<file path="src/rtl/idu_stage.sv">
// idu_stage: instruction decode stage between the fetch unit (IFU) and the
// execute unit (EXU).
//
// Purpose:
//   Accepts {pc, inst} from the IFU over a valid/ready handshake. It decodes
//   the register indices, the sign-extended immediate, the instruction class
//   and the writeback enable. The decoded entry is registered and presented
//   to the EXU over a second valid/ready handshake. A main register M drives
//   out_*. A skid register S holds one extra entry, so in_ready depends only
//   on a flop and never on out_ready. flush discards both held entries and
//   any input offered in the same cycle.
//
// Ports:
//   clk, rst           rising-edge clock, asynchronous active-high reset
//   in_valid/in_ready  IFU handshake (in_ready = !skid_valid)
//   in_pc, in_inst     incoming pc and raw instruction word
//   flush              drop every held entry and the same-cycle input
//   out_valid/ready    EXU handshake
//   out_pc, out_inst   pc and raw instruction of the output entry
//   out_rs1/rs2/rd     register indices (low RF_ADDR_W bits of each field)
//   out_imm            sign-extended immediate
//   out_class          instruction class code (15 = unknown opcode)
//   out_rd_wen         register writeback required
//   out_illegal        only present when IDU_ILLEGAL_CHECK_EN is defined
//
// Build option:
//   IDU_ILLEGAL_CHECK_EN - adds out_illegal. It flags unknown opcodes, a
//   non-32-bit encoding (inst[1:0] != 2'b11), and register indices >= 16
//   when RF_ADDR_W == 4. An illegal entry never writes back.

module idu_stage #(
  parameter int ADDR_W    = 32,
  parameter int RF_ADDR_W = 5
) (
  input  logic                 clk,
  input  logic                 rst,
  input  logic                 in_valid,
  output logic                 in_ready,
  input  logic [ADDR_W-1:0]    in_pc,
  input  logic [31:0]          in_inst,
  input  logic                 flush,
  output logic                 out_valid,
  input  logic                 out_ready,
  output logic [ADDR_W-1:0]    out_pc,
  output logic [31:0]          out_inst,
  output logic [RF_ADDR_W-1:0] out_rs1,
  output logic [RF_ADDR_W-1:0] out_rs2,
  output logic [RF_ADDR_W-1:0] out_rd,
  output logic [31:0]          out_imm,
  output logic [3:0]           out_class,
`ifdef IDU_ILLEGAL_CHECK_EN
  output logic                 out_illegal,
`endif
  output logic                 out_rd_wen
);

  localparam logic [6:0] OP_ALU_R  = 7'b0110011;
  localparam logic [6:0] OP_ALU_I  = 7'b0010011;
  localparam logic [6:0] OP_LOAD   = 7'b0000011;
  localparam logic [6:0] OP_STORE  = 7'b0100011;
  localparam logic [6:0] OP_BRANCH = 7'b1100011;
  localparam logic [6:0] OP_JAL    = 7'b1101111;
  localparam logic [6:0] OP_JALR   = 7'b1100111;
  localparam logic [6:0] OP_LUI    = 7'b0110111;
  localparam logic [6:0] OP_AUIPC  = 7'b0010111;
  localparam logic [6:0] OP_SYSTEM = 7'b1110011;

  localparam logic [3:0] CL_ALU_R  = 4'd0;
  localparam logic [3:0] CL_ALU_I  = 4'd1;
  localparam logic [3:0] CL_LOAD   = 4'd2;
  localparam logic [3:0] CL_STORE  = 4'd3;
  localparam logic [3:0] CL_BRANCH = 4'd4;
  localparam logic [3:0] CL_JAL    = 4'd5;
  localparam logic [3:0] CL_JALR   = 4'd6;
  localparam logic [3:0] CL_LUI    = 4'd7;
  localparam logic [3:0] CL_AUIPC  = 4'd8;
  localparam logic [3:0] CL_SYSTEM = 4'd9;
  localparam logic [3:0] CL_UNK    = 4'd15;

  typedef struct packed {
    logic [ADDR_W-1:0]    pc;
    logic [31:0]          inst;
    logic [RF_ADDR_W-1:0] rs1;
    logic [RF_ADDR_W-1:0] rs2;
    logic [RF_ADDR_W-1:0] rd;
    logic [31:0]          imm;
    logic [3:0]           cls;
`ifdef IDU_ILLEGAL_CHECK_EN
    logic                 illegal;
`endif
    logic                 rd_wen;
  } entry_t;

  // ---------------------------------------------------------------------
  // Combinational decode of the incoming word
  // ---------------------------------------------------------------------
  logic [31:0] imm_i, imm_s, imm_b, imm_u, imm_j;
  logic        wb_class;
  entry_t      dec;

  assign imm_i = {{20{in_inst[31]}}, in_inst[31:20]};
  assign imm_s = {{20{in_inst[31]}}, in_inst[31:25], in_inst[11:7]};
  assign imm_b = {{19{in_inst[31]}}, in_inst[31], in_inst[7],
                  in_inst[30:25], in_inst[11:8], 1'b0};
  assign imm_u = {in_inst[31:12], 12'b0};
  assign imm_j = {{11{in_inst[31]}}, in_inst[31], in_inst[19:12],
                  in_inst[20], in_inst[30:21], 1'b0};

  always_comb begin
    dec      = '0;
    wb_class = 1'b0;
    dec.pc   = in_pc;
    dec.inst = in_inst;
    dec.rs1  = in_inst[15 +: RF_ADDR_W];
    dec.rs2  = in_inst[20 +: RF_ADDR_W];
    dec.rd   = in_inst[7  +: RF_ADDR_W];

    case (in_inst[6:0])
      OP_ALU_R:  begin dec.cls = CL_ALU_R;                      wb_class = 1'b1; end
      OP_ALU_I:  begin dec.cls = CL_ALU_I;   dec.imm = imm_i;   wb_class = 1'b1; end
      OP_LOAD:   begin dec.cls = CL_LOAD;    dec.imm = imm_i;   wb_class = 1'b1; end
      OP_STORE:  begin dec.cls = CL_STORE;   dec.imm = imm_s;                    end
      OP_BRANCH: begin dec.cls = CL_BRANCH;  dec.imm = imm_b;                    end
      OP_JAL:    begin dec.cls = CL_JAL;     dec.imm = imm_j;   wb_class = 1'b1; end
      OP_JALR:   begin dec.cls = CL_JALR;    dec.imm = imm_i;   wb_class = 1'b1; end
      OP_LUI:    begin dec.cls = CL_LUI;     dec.imm = imm_u;   wb_class = 1'b1; end
      OP_AUIPC:  begin dec.cls = CL_AUIPC;   dec.imm = imm_u;   wb_class = 1'b1; end
      OP_SYSTEM: begin dec.cls = CL_SYSTEM;  dec.imm = imm_i;   wb_class = 1'b1; end
      default:   begin dec.cls = CL_UNK;                                         end
    endcase

    // x0 is hardwired, so a write to it is never requested.
    dec.rd_wen = wb_class && (dec.rd != '0);

`ifdef IDU_ILLEGAL_CHECK_EN
    dec.illegal = (dec.cls == CL_UNK) || (in_inst[1:0] != 2'b11) ||
                  ((RF_ADDR_W == 4) && (in_inst[19] || in_inst[24] || in_inst[11]));
    if (dec.illegal) dec.rd_wen = 1'b0;
`endif
  end

  // ---------------------------------------------------------------------
  // Main (M) + skid (S) registers
  // ---------------------------------------------------------------------
  entry_t m_q, m_d, s_q, s_d;
  logic   m_valid_q, m_valid_d, s_valid_q, s_valid_d;
  logic   in_xfer, out_xfer;

  assign in_ready = !s_valid_q;
  assign in_xfer  = in_valid && in_ready;
  assign out_xfer = m_valid_q && out_ready;

  always_comb begin
    m_d       = m_q;
    s_d       = s_q;
    m_valid_d = m_valid_q;
    s_valid_d = s_valid_q;

    if (flush) begin
      // Data is left as is; only the valids matter once the entries are dropped.
      m_valid_d = 1'b0;
      s_valid_d = 1'b0;
    end else if (out_xfer) begin
      if (s_valid_q) begin
        // in_ready is low while S is full, so no input can collide here.
        m_d       = s_q;
        s_valid_d = 1'b0;
      end else if (in_xfer) begin
        m_d       = dec;
      end else begin
        m_valid_d = 1'b0;
      end
    end else if (m_valid_q) begin
      // M is stalled: park the new entry behind it so order is kept.
      if (in_xfer) begin
        s_d       = dec;
        s_valid_d = 1'b1;
      end
    end else if (in_xfer) begin
      m_d       = dec;
      m_valid_d = 1'b1;
    end
  end

  always_ff @(posedge clk or posedge rst) begin
    if (rst) begin
      m_q       <= '0;
      s_q       <= '0;
      m_valid_q <= 1'b0;
      s_valid_q <= 1'b0;
    end else begin
      m_q       <= m_d;
      s_q       <= s_d;
      m_valid_q <= m_valid_d;
      s_valid_q <= s_valid_d;
    end
  end

  assign out_valid  = m_valid_q;
  assign out_pc     = m_q.pc;
  assign out_inst   = m_q.inst;
  assign out_rs1    = m_q.rs1;
  assign out_rs2    = m_q.rs2;
  assign out_rd     = m_q.rd;
  assign out_imm    = m_q.imm;
  assign out_class  = m_q.cls;
  assign out_rd_wen = m_q.rd_wen;
`ifdef IDU_ILLEGAL_CHECK_EN
  assign out_illegal = m_q.illegal;
`endif

endmodule

</file>
<file path="config.mk">
export PLATFORM = sky130hd
export DESIGN_NAME = idu_stage
export DESIGN_NICKNAME = d
export VERILOG_FILES = /design/src/rtl/idu_stage.sv
export SDC_FILE = /design/constraint.sdc
export NUM_CORES = 1
export LEC_CHECK = 0
export ABC_AREA = 1
export BUFFER_PORTS_ARGS = -buffer_cell sky130_fd_sc_hd__buf_2
export CAP_MARGIN = 20
export CELL_PAD_IN_SITES_DETAIL_PLACEMENT = 0
export CELL_PAD_IN_SITES_GLOBAL_PLACEMENT = 1
export CORE_MARGIN = 2
export CORE_UTILIZATION = 25
export DETAILED_ROUTE_END_ITERATION = 10
export PLACE_DENSITY_LB_ADDON = 0.1
export SETUP_SLACK_MARGIN = 0.15
export SYNTH_ARGS = -nofsm -noshare
export SYNTH_HDL_FRONTEND = slang
export SYNTH_SLANG_ARGS = --single-unit
</file>
<file path="constraint.sdc">
create_clock -name clk -period 18.1 [get_ports clk]
set_clock_uncertainty 0.1 [all_clocks]
set_input_delay 0.905 -clock clk [delete_from_list [all_inputs] [get_ports clk]]
set_output_delay 0.905 -clock clk [all_outputs]
set_load 0.05 [all_outputs]
</file>
==> results of run 1 <==
==> cells in the mapped netlist <==
cell	instances
dfrtp_1	219
a211oi_1	3
buf_12	1
nand2_2	4
clkbuf_1	33
o21ai_1	14
nand3_2	11
buf_6	2
nand3_1	37
o22ai_1	51
o221a_2	24
nand2_1	398
o211ai_1	1
a22oi_1	5
nand2_4	4
a31oi_1	27
buf_1	9
nor2_4	2
nor2_1	96
a21oi_4	1
nor3_1	8
a21oi_2	2
inv_1	76
o21ai_0	122
nand4_1	1
clkbuf_2	3
buf_4	2
nor2_2	2
inv_2	10
a21oi_1	23
buf_2	26
==> state kept, by name, indices dropped and copies added, names as in the netlist, 4 cells and up <==
signal     count
out_class      4
out_rs1        5
out_pc        32
out_rs2        5
out_rd         5
s_q          101
out_imm       32
out_inst      32
==> layer usage <==
| metal | global-route usage | vias up | share of wire |
|---|---|---|---|
| li1 | - | 4321 | - |
| met1 | 0.231 | 4226 | 0.47 |
| met2 | 0.262 | 186 | 0.45 |
| met3 | 0.0401 | 45 | 0.058 |
| met4 | 0.0301 | 8 | 0.016 |
| met5 | 0 | - | 0.0012 |
==> final timing paths <==
path                            slack, ps  cells past startpoint           to
worst max-delay path                15030                      7   out_pc[21]
worst min-delay path                  380                      2     s_q[111]
worst max register to register      15050                      6   out_pc[21]
worst min register to register        380                      2     s_q[111]
max in group asynchronous           16150                      3      s_q[28]
min in group asynchronous             390                      2  out_inst[3]
==> power by group through the flow <==
stage / Sequential, W / Combinational (W) / Clock (W)
floorplan: 0.000818 / 0.000141 / 0
global placement: 0.000669 / 0.000413 / 0
detailed placement: 0.000667 / 0.000418 / 0
CTS: 0.000661 / 0.000419 / 0.000539
global route: 0.000673 / 0.000451 / 0.000555
finish: 0.000660 / 0.000411 / 0.000519
==> cells by family (layout without fill, tap and decap cells) <==
kind of cell | count (synthesis) | in the layout | synth area share
AOI/OAI and AO/OA | 273 | 273 | 0.164
buffers and inverters | 162 | 329 | 0.0675
and+or+nand+nor | 563 | 563 | 0.227
DFF | 219 | 219 | 0.542
==> layout make-up <==
cell class | instances | area, um2 | area share
clock buffers | 42 | 812 | 0.0659
inverters | 86 | 333 | 0.0270
multi-input cells | 836 | 4000 | 0.325
well taps | 525 | 657 | 0.0533
clock inverters | 4 | 26.3 | 0.00213
flip-flops and latches | 219 | 5480 | 0.445
repair buffers | 197 | 1010 | 0.0823
==> metrics by stage <==
stage,instances,setup WS [ps],instance area (um2)
6_report,1909,15030,12300
5_1_grt,1909,14750,12300
4_1_cts,1909,14990,12300
3_5_place_dp,1863,14410,11500
3_3_place_gp,1863,14450,11500
2_1_floorplan,1217,11100,10100
==> critical path, stage by stage <==
cell and delay, ps:
buf_2 130, nand3_4 510, buf_4 570, a21oi_4 550
buf_4 470, o21ai_0 150, inv_1 70
==> results.cfg, run 1 <==
[power]
peakVddDrop_mv = 0.0724
combPwrFrac = 0.259
fin_total_pwr_w = 0.00159
pwr-share-clk = 0.326
p_int_w = 0.00100
p_sw_frac = 0.369
power_density_nw_per_um2 = 129
leakage_nw = 6.11
sequentialPowerShare = 0.415
switchingPower_w = 0.000586

[sta]
fin_crit_sh = 0.170
tns_ps = 0
rsz0062_at_grt = no
hold_viol_final = 0
min_period_ps = 3070
drv_slew = 0
maxSlewHeadroom = 0.404
setup_viol = 0
timing.hold.ws_ps = 378
worst_pin_slew_ps = 893
fmax_mhz = 325

[global_routing]
antenna_found_initial = 4
first_global_vias = 8871
grt_usage = 0.165
grt_max_degree = 106
gr-total-overflow = 0
grt_first_pass_wirelength_um = 54200

[yosys]
syn_inst = 1217
yosysTopAreaCell = dfrtp_1
synth.ff_latch_count = 219
synthTopCellsByArea = dfrtp_1 54%, nand2_1 15%, o21ai_0 6.0%
ys_warn_count = 0
synth_top_area_share = 0.542
syn_nets = 1286
yosysUniqueCellTypes = 31
yosysSeqAreaShare = 0.542
synth_area_um2 = 10100
synth_area_per_cell_um2 = 8.32

[floorplan]
ioPinCount = 187
die_w_um = 205
die-area_um2 = 42100
core_area_um2 = 39800
num_rows = 73
die_y_um = 205
start_util = 0.254

[final_layout]
fill_cells = 4365
syn_to_final_growth_pct = 21.7
antennaDiodeCount = 0
drive_above_1_share = 0.217
final_common_cell = nand2_1
layout_common_cells = 395 x nand2_1, 219 x dfrtp_1, 186 x buf_2, 122 x o21ai_0, 96 x nor2_1
fin_util = 0.309
final_nets = 1436

[clock_network]
postCtsSetupBuffers = 0
numCtsBuffers = 27
clk_latency_ps = 550
cts-root-buf = clkbuf_16
cts_tree = yes
clk_pin_slew_worst_paths_ps = 60
clock-sinks = 219
cts_buffer_depth = 3
cts_hold_buffers = 0
cts.repair.resized = 0
htree_levels = 1

[route]
vias = 8786
drt-total-wl_um = 35000
avgViaCountPerCell = 4.60
dr.first_iter.drc_count = 409
drc_errors = 0
first_pass_iters = 4
wire_per_inst_um = 18.3
ant_nets = 0

[critical_path]
r2r-start = out_valid
setup.worst_path.start = out_ready
cp.required_ps = 18490
critPathMaxFanout = 58
start_kind = input pin
critPathArrivalTime_ps = 3470
crit_path_end_kind = register
critPathKind = input pin to register

[placement]
port-buffer-count = 186
finalWeightedCongestion = 0.718
dp_hpwl_um = 22000

[worst_hold_path]
hold_start = s_q[111]
hp-class = register to register

[run_status]
outcome = completed

[run]
maxCapViolCount = 0
Note: power is estimated with default switching activity, not from simulation.
==> run 2, diff against run 1 <==
==> constraint.sdc (replaced) <==
create_clock -name clk -period 2.5 [get_ports clk]
set_clock_uncertainty 0.1 [all_clocks]
set_input_delay 0.125 -clock clk [delete_from_list [all_inputs] [get_ports clk]]
set_output_delay 0.125 -clock clk [all_outputs]
set_load 0.05 [all_outputs]
==> results.cfg, run 2 (same netlist as run 1, synthesis figures left out) <==
[final_layout]
largest_reg_flops = 101
layout_common_cells = 396 x nand2_1, 219 x dfrtp_1, 186 x buf_2, 122 x o21ai_0, 96 x nor2_1
multiInputGateArea_um2 = 4000
syn_to_final_growth_pct = 31.4
stdcell_area_um2 = 13300
regMostFlops = s_q
antennaDiodeCount = 0
regArea_um2 = 5480
final_common_cell = nand2_1
final_nets = 1521
drive_above_1_share = 0.215
fill_cells = 4271

[sta]
setup_viol = 0
fin_crit_sh = 0.820
worst_pin_slew_ps = 1050
drv_slew = 0
layout_setup_ws_ps = 450
fmax_mhz = 488
min_period_ps = 2050
rsz0062_at_grt = no
hold_viol_final = 0
maxSlewHeadroom = 0.297

[floorplan]
num_rows = 73
start_util = 0.254
core_area_um2 = 39800
die_w_um = 205
die-area_um2 = 42100
ioPinCount = 187
die_y_um = 205

[critical_path]
path_common_cell = nand2_4
setup.worst_path.start = s_valid_q
cpPeakStageDelay_ps = 780
cp_slowest_cell = buf_4
crit_path_end_kind = register
r2r-start = s_valid_q
start_kind = register
critPathMaxFanout = 95
cp.required_ps = 2800
critPathKind = register to register
path_cells = inv_1 -> nand2_4 -> nor2_1 -> nand2_4 -> buf_4 -> o21ai_0
path_buf_inv = 2
path_delay_family = buffers and inverters
critPathArrivalTime_ps = 2350

[power]
p_sw_frac = 0.367
leakage_nw = 6.54
power_density_nw_per_um2 = 889
fin_total_pwr_w = 0.0118
switchingPower_w = 0.00434
combPwrFrac = 0.263
pwr-share-clk = 0.334
sequentialPowerShare = 0.403
p_int_w = 0.00749
peakVddDrop_mv = 0.447

[clock_network]
clk_pin_slew_worst_paths_ps = 60
clk_latency_ps = 560
htree_levels = 1
cts_tree = yes
numCtsBuffers = 28
clock-sinks = 219
cts_buffer_depth = 3
cts-root-buf = clkbuf_16
postCtsSetupBuffers = 0

[placement]
finalWeightedCongestion = 0.768
port-buffer-count = 186
dp_worst_setup_slack_ps = 432
dp_hpwl_um = 23000
place_area_um2 = 11700

[global_routing]
grt_first_pass_wirelength_um = 56100
grt_max_degree = 96
busiest_layer = met2
first_global_vias = 9170
use_met1 = 0.238
antenna_found_initial = 0
met2_usage = 0.272
grt_usage = 0.172
gr-total-overflow = 0
grt.met3_usage = 0.0396

[route]
avgViaCountPerCell = 4.55
dr.first_iter.drc_count = 432
ant_nets = 0
wire_per_inst_um = 17.9
drc_errors = 0
drt-total-wl_um = 35800
vias = 9102
first_pass_iters = 5

[worst_hold_path]
hold_start = in_valid
hp-class = input pin to register

[run]
maxCapViolCount = 0

[run_status]
outcome = completed
==> run 2: cell count changes in the layout (fill, tap and decap cells not counted) <==
cell           previous run  this run
dlygate4sd3_1             0        71
inv_8                     1         0
nand2_1                 395       396
clkbuf_1                  7         9
clkinv_2                  2         7
nand2_2                   5         4
buf_12                    0        10
inv_6                     1         0
clkbuf_16                27        29
clkbuf_8                  8         7
buf_4                    11        14
==> run 2: metrics by stage <==
| stage | utilization | setup TNS (ps) | hold WS, ps | std cells |
|---|---|---|---|---|
| after global routing | 0.334 | 0 | 86.6 | 1999 |
| after detailed placement | 0.294 | 0 | 38.0 | 1876 |
| after CTS | 0.334 | 0 | 49.8 | 1999 |
| after global placement | 0.294 | 0 | 40.0 | 1876 |
| final | 0.334 | 0 | 60.9 | 1999 |
| after floorplan | - | -126820 | 97.4 | 1217 |
==> run 2: final cells by class <==
cell class | count | share of cell area
sequential | 219 | 0.412
multi-input combinational | 836 | 0.300
timing repair buffer | 281 | 0.146
clock buffer | 45 | 0.0643
tap | 525 | 0.0494
inverter | 86 | 0.0247
clock inverter | 7 | 0.00263
==> run 2: metal layers <==
layer  share of wire  vias up
met3           0.058       39
met1            0.47     4356
met4           0.019        0
met5               0        -
met2            0.45      208
li1                -     4499
==> run 2: power groups by stage <==
stage,Clock (W),Combinational [W],Sequential [W]
finish,0.00395,0.00311,0.00477
global route,0.00424,0.00341,0.00488
CTS,0.00409,0.00316,0.00478
detailed placement,0,0.00307,0.00482
global placement,0,0.00305,0.00482
floorplan,0,0.00102,0.00592
==> run 2: final timing paths <==
path / depth (start not counted) / slack [ps] / endpoint
hold reg to reg: 2 / 380 / s_q[106]
setup / recovery: 6 / 450 / s_q[60]
max in group asynchronous: 5 / 930 / out_rs2[1]
setup reg to reg: 6 / 450 / s_q[60]
hold / removal: 7 / 60 / s_q[79]
min in group asynchronous: 4 / 580 / out_inst[4]
==> run 2: tightest hold or removal path, cell delays in order <==
cell     delay, ps
buf_2          140
nand2_4         90
nor2_1          60
nand2_4         70
inv_4           80
nand2_1         60
nand2_1         40
==> run 2: timing repair <==
| action | CTS | global route |
|---|---|---|
| hold buffers | 71 | 0 |
| resized for setup | 0 | 0 |
| hold endpoints to repair | 412 | 0 |
==> run 3, diff against run 2 <==
==> constraint.sdc (replaced) <==
create_clock -name clk -period 2 [get_ports clk]
set_clock_uncertainty 0.1 [all_clocks]
set_input_delay 0.1 -clock clk [delete_from_list [all_inputs] [get_ports clk]]
set_output_delay 0.1 -clock clk [all_outputs]
set_load 0.05 [all_outputs]
==> results.cfg, run 3 (same netlist as run 1, synthesis figures left out) <==
[sta]
hold_viol_final = 0
setup_viol = 0
fin_crit_sh = 0.854
rsz0062_at_grt = yes
fmax_mhz = 585
drv_slew = 0
worst_pin_slew_ps = 506
min_period_ps = 1710
maxSlewHeadroom = 0.662
tns_ps = 0

[final_layout]
largest_reg_flops = 101
stdcell_area_um2 = 13500
drive_above_1_share = 0.224
layout_common_cells = 396 x nand2_1, 219 x dfrtp_1, 186 x buf_2, 122 x o21ai_0, 94 x nor2_1
final_common_cell = nand2_1
regMostFlops = s_q
syn_to_final_growth_pct = 33.2
final_nets = 1536
final_cells = 2006
fin_util = 0.338

[clock_network]
cts_buffer_depth = 3
numCtsBuffers = 29
postCtsSetupBuffers = 0
htree_levels = 1
cts-root-buf = clkbuf_16
cts_tree = yes
clock-sinks = 219
clk_latency_ps = 550
clk_pin_slew_worst_paths_ps = 60

[floorplan]
core_area_um2 = 39800
ioPinCount = 187
die_y_um = 205
die-area_um2 = 42100
die_w_um = 205
start_util = 0.254
num_rows = 73

[route]
avgViaCountPerCell = 4.59
vias = 9199
drc_errors = 0
ant_nets = 0
drt-total-wl_um = 36500
wire_per_inst_um = 18.2
dr.first_iter.drc_count = 399
first_pass_iters = 5

[power]
power_density_nw_per_um2 = 1090
leakage_nw = 6.62
peakVddDrop_mv = 0.607

[placement]
dp.cells = 1893
dp_hpwl_um = 24000
port-buffer-count = 186
place_area_um2 = 11900
finalWeightedCongestion = 0.751

[critical_path]
start_kind = register
critPathKind = register to register
critPathMaxFanout = 55
cp.required_ps = 2330
crit_path_end_kind = register
critPathArrivalTime_ps = 2040

[global_routing]
grt_max_degree = 71
first_global_vias = 9579
gr-total-overflow = 0
antenna_found_initial = 0
grt_usage = 0.176
grt_first_pass_wirelength_um = 57700

[run]
maxCapViolCount = 0

[run_status]
outcome = completed

[worst_hold_path]
hp-class = input pin to async pin
## run 3: cell types whose count changed in the layout (fill, tap and decap cells not counted), sizes merged
cell and change:
diode +1, clkinvlp +1, clkbuf -5, clkinv -3
buf +17, inv -1, dlygate4sd3 -3
## run 3: critical path: stages, from the launching register on
cell and delay, ps:
dfrtp_1 440, clkinvlp_4 160, nand2_4 130, buf_6 200, a21oi_4 80, buf_12 190, o21ai_0 200, inv_1 60
## run 3: repair_timing
item / 4_1_cts / 5_1_grt
setup endpoints to repair: 0 / 17
endpoints found under the hold margin: 422 / 0
hold buffers: 68 / 0
resized for setup: 0 / 5
## run 3: path summary, 6_finish.rpt
kind	to	slack (ps)	from	cells after the start
setup reg to reg	out_inst[2]	290	s_valid_q	7
hold / removal	out_inst[1]	40	rst	3
setup / recovery	out_inst[2]	290	s_valid_q	7
hold reg to reg	s_q[98]	380	s_q[98]	2
max in group asynchronous	s_q[99]	1010	rst	4
min in group clk	s_q[89]	190	in_pc[5]	4
## run 3: per-stage QoR
step | hold WS (ps) | setup slack [ps] | total power, W
CTS | 9.69 | 216 | 0.0149
finish | 36.7 | 292 | 0.0147
floorplan | 72.4 | -1050 | 0.00868
global placement | 63.8 | 259 | 0.00989
global route | 51.3 | 146 | 0.0155
detailed placement | 65.6 | 234 | 0.00992
## run 3: cell type report
class / instances / area [um2]
clock buffers: 40 / 817
flip-flops and latches: 219 / 5480
repair buffers: 295 / 2160
well taps: 525 / 657
diodes: 1 / 2.50
multi-input cells: 836 / 4000
fillers: 4285 / 26300
inverters: 86 / 335
clock inverters: 4 / 20.0
## run 3: layer usage
metal | up-vias | track usage | wire (um)
met5 | - | 0 | 0
met4 | 0 | 0.0362 | 679
met3 | 42 | 0.0361 | 1800
met2 | 181 | 0.274 | 16200
met1 | 4453 | 0.253 | 17900
li1 | 4523 | - | -
## run 3: power by group
| part | internal (W) | switching, W |
|---|---|---|
| Combinational | 0.00112 | 0.00282 |
| Sequential | 0.00537 | 0.000592 |
| Clock | 0.00279 | 0.00196 |
| Total | 0.00928 | 0.00538 |
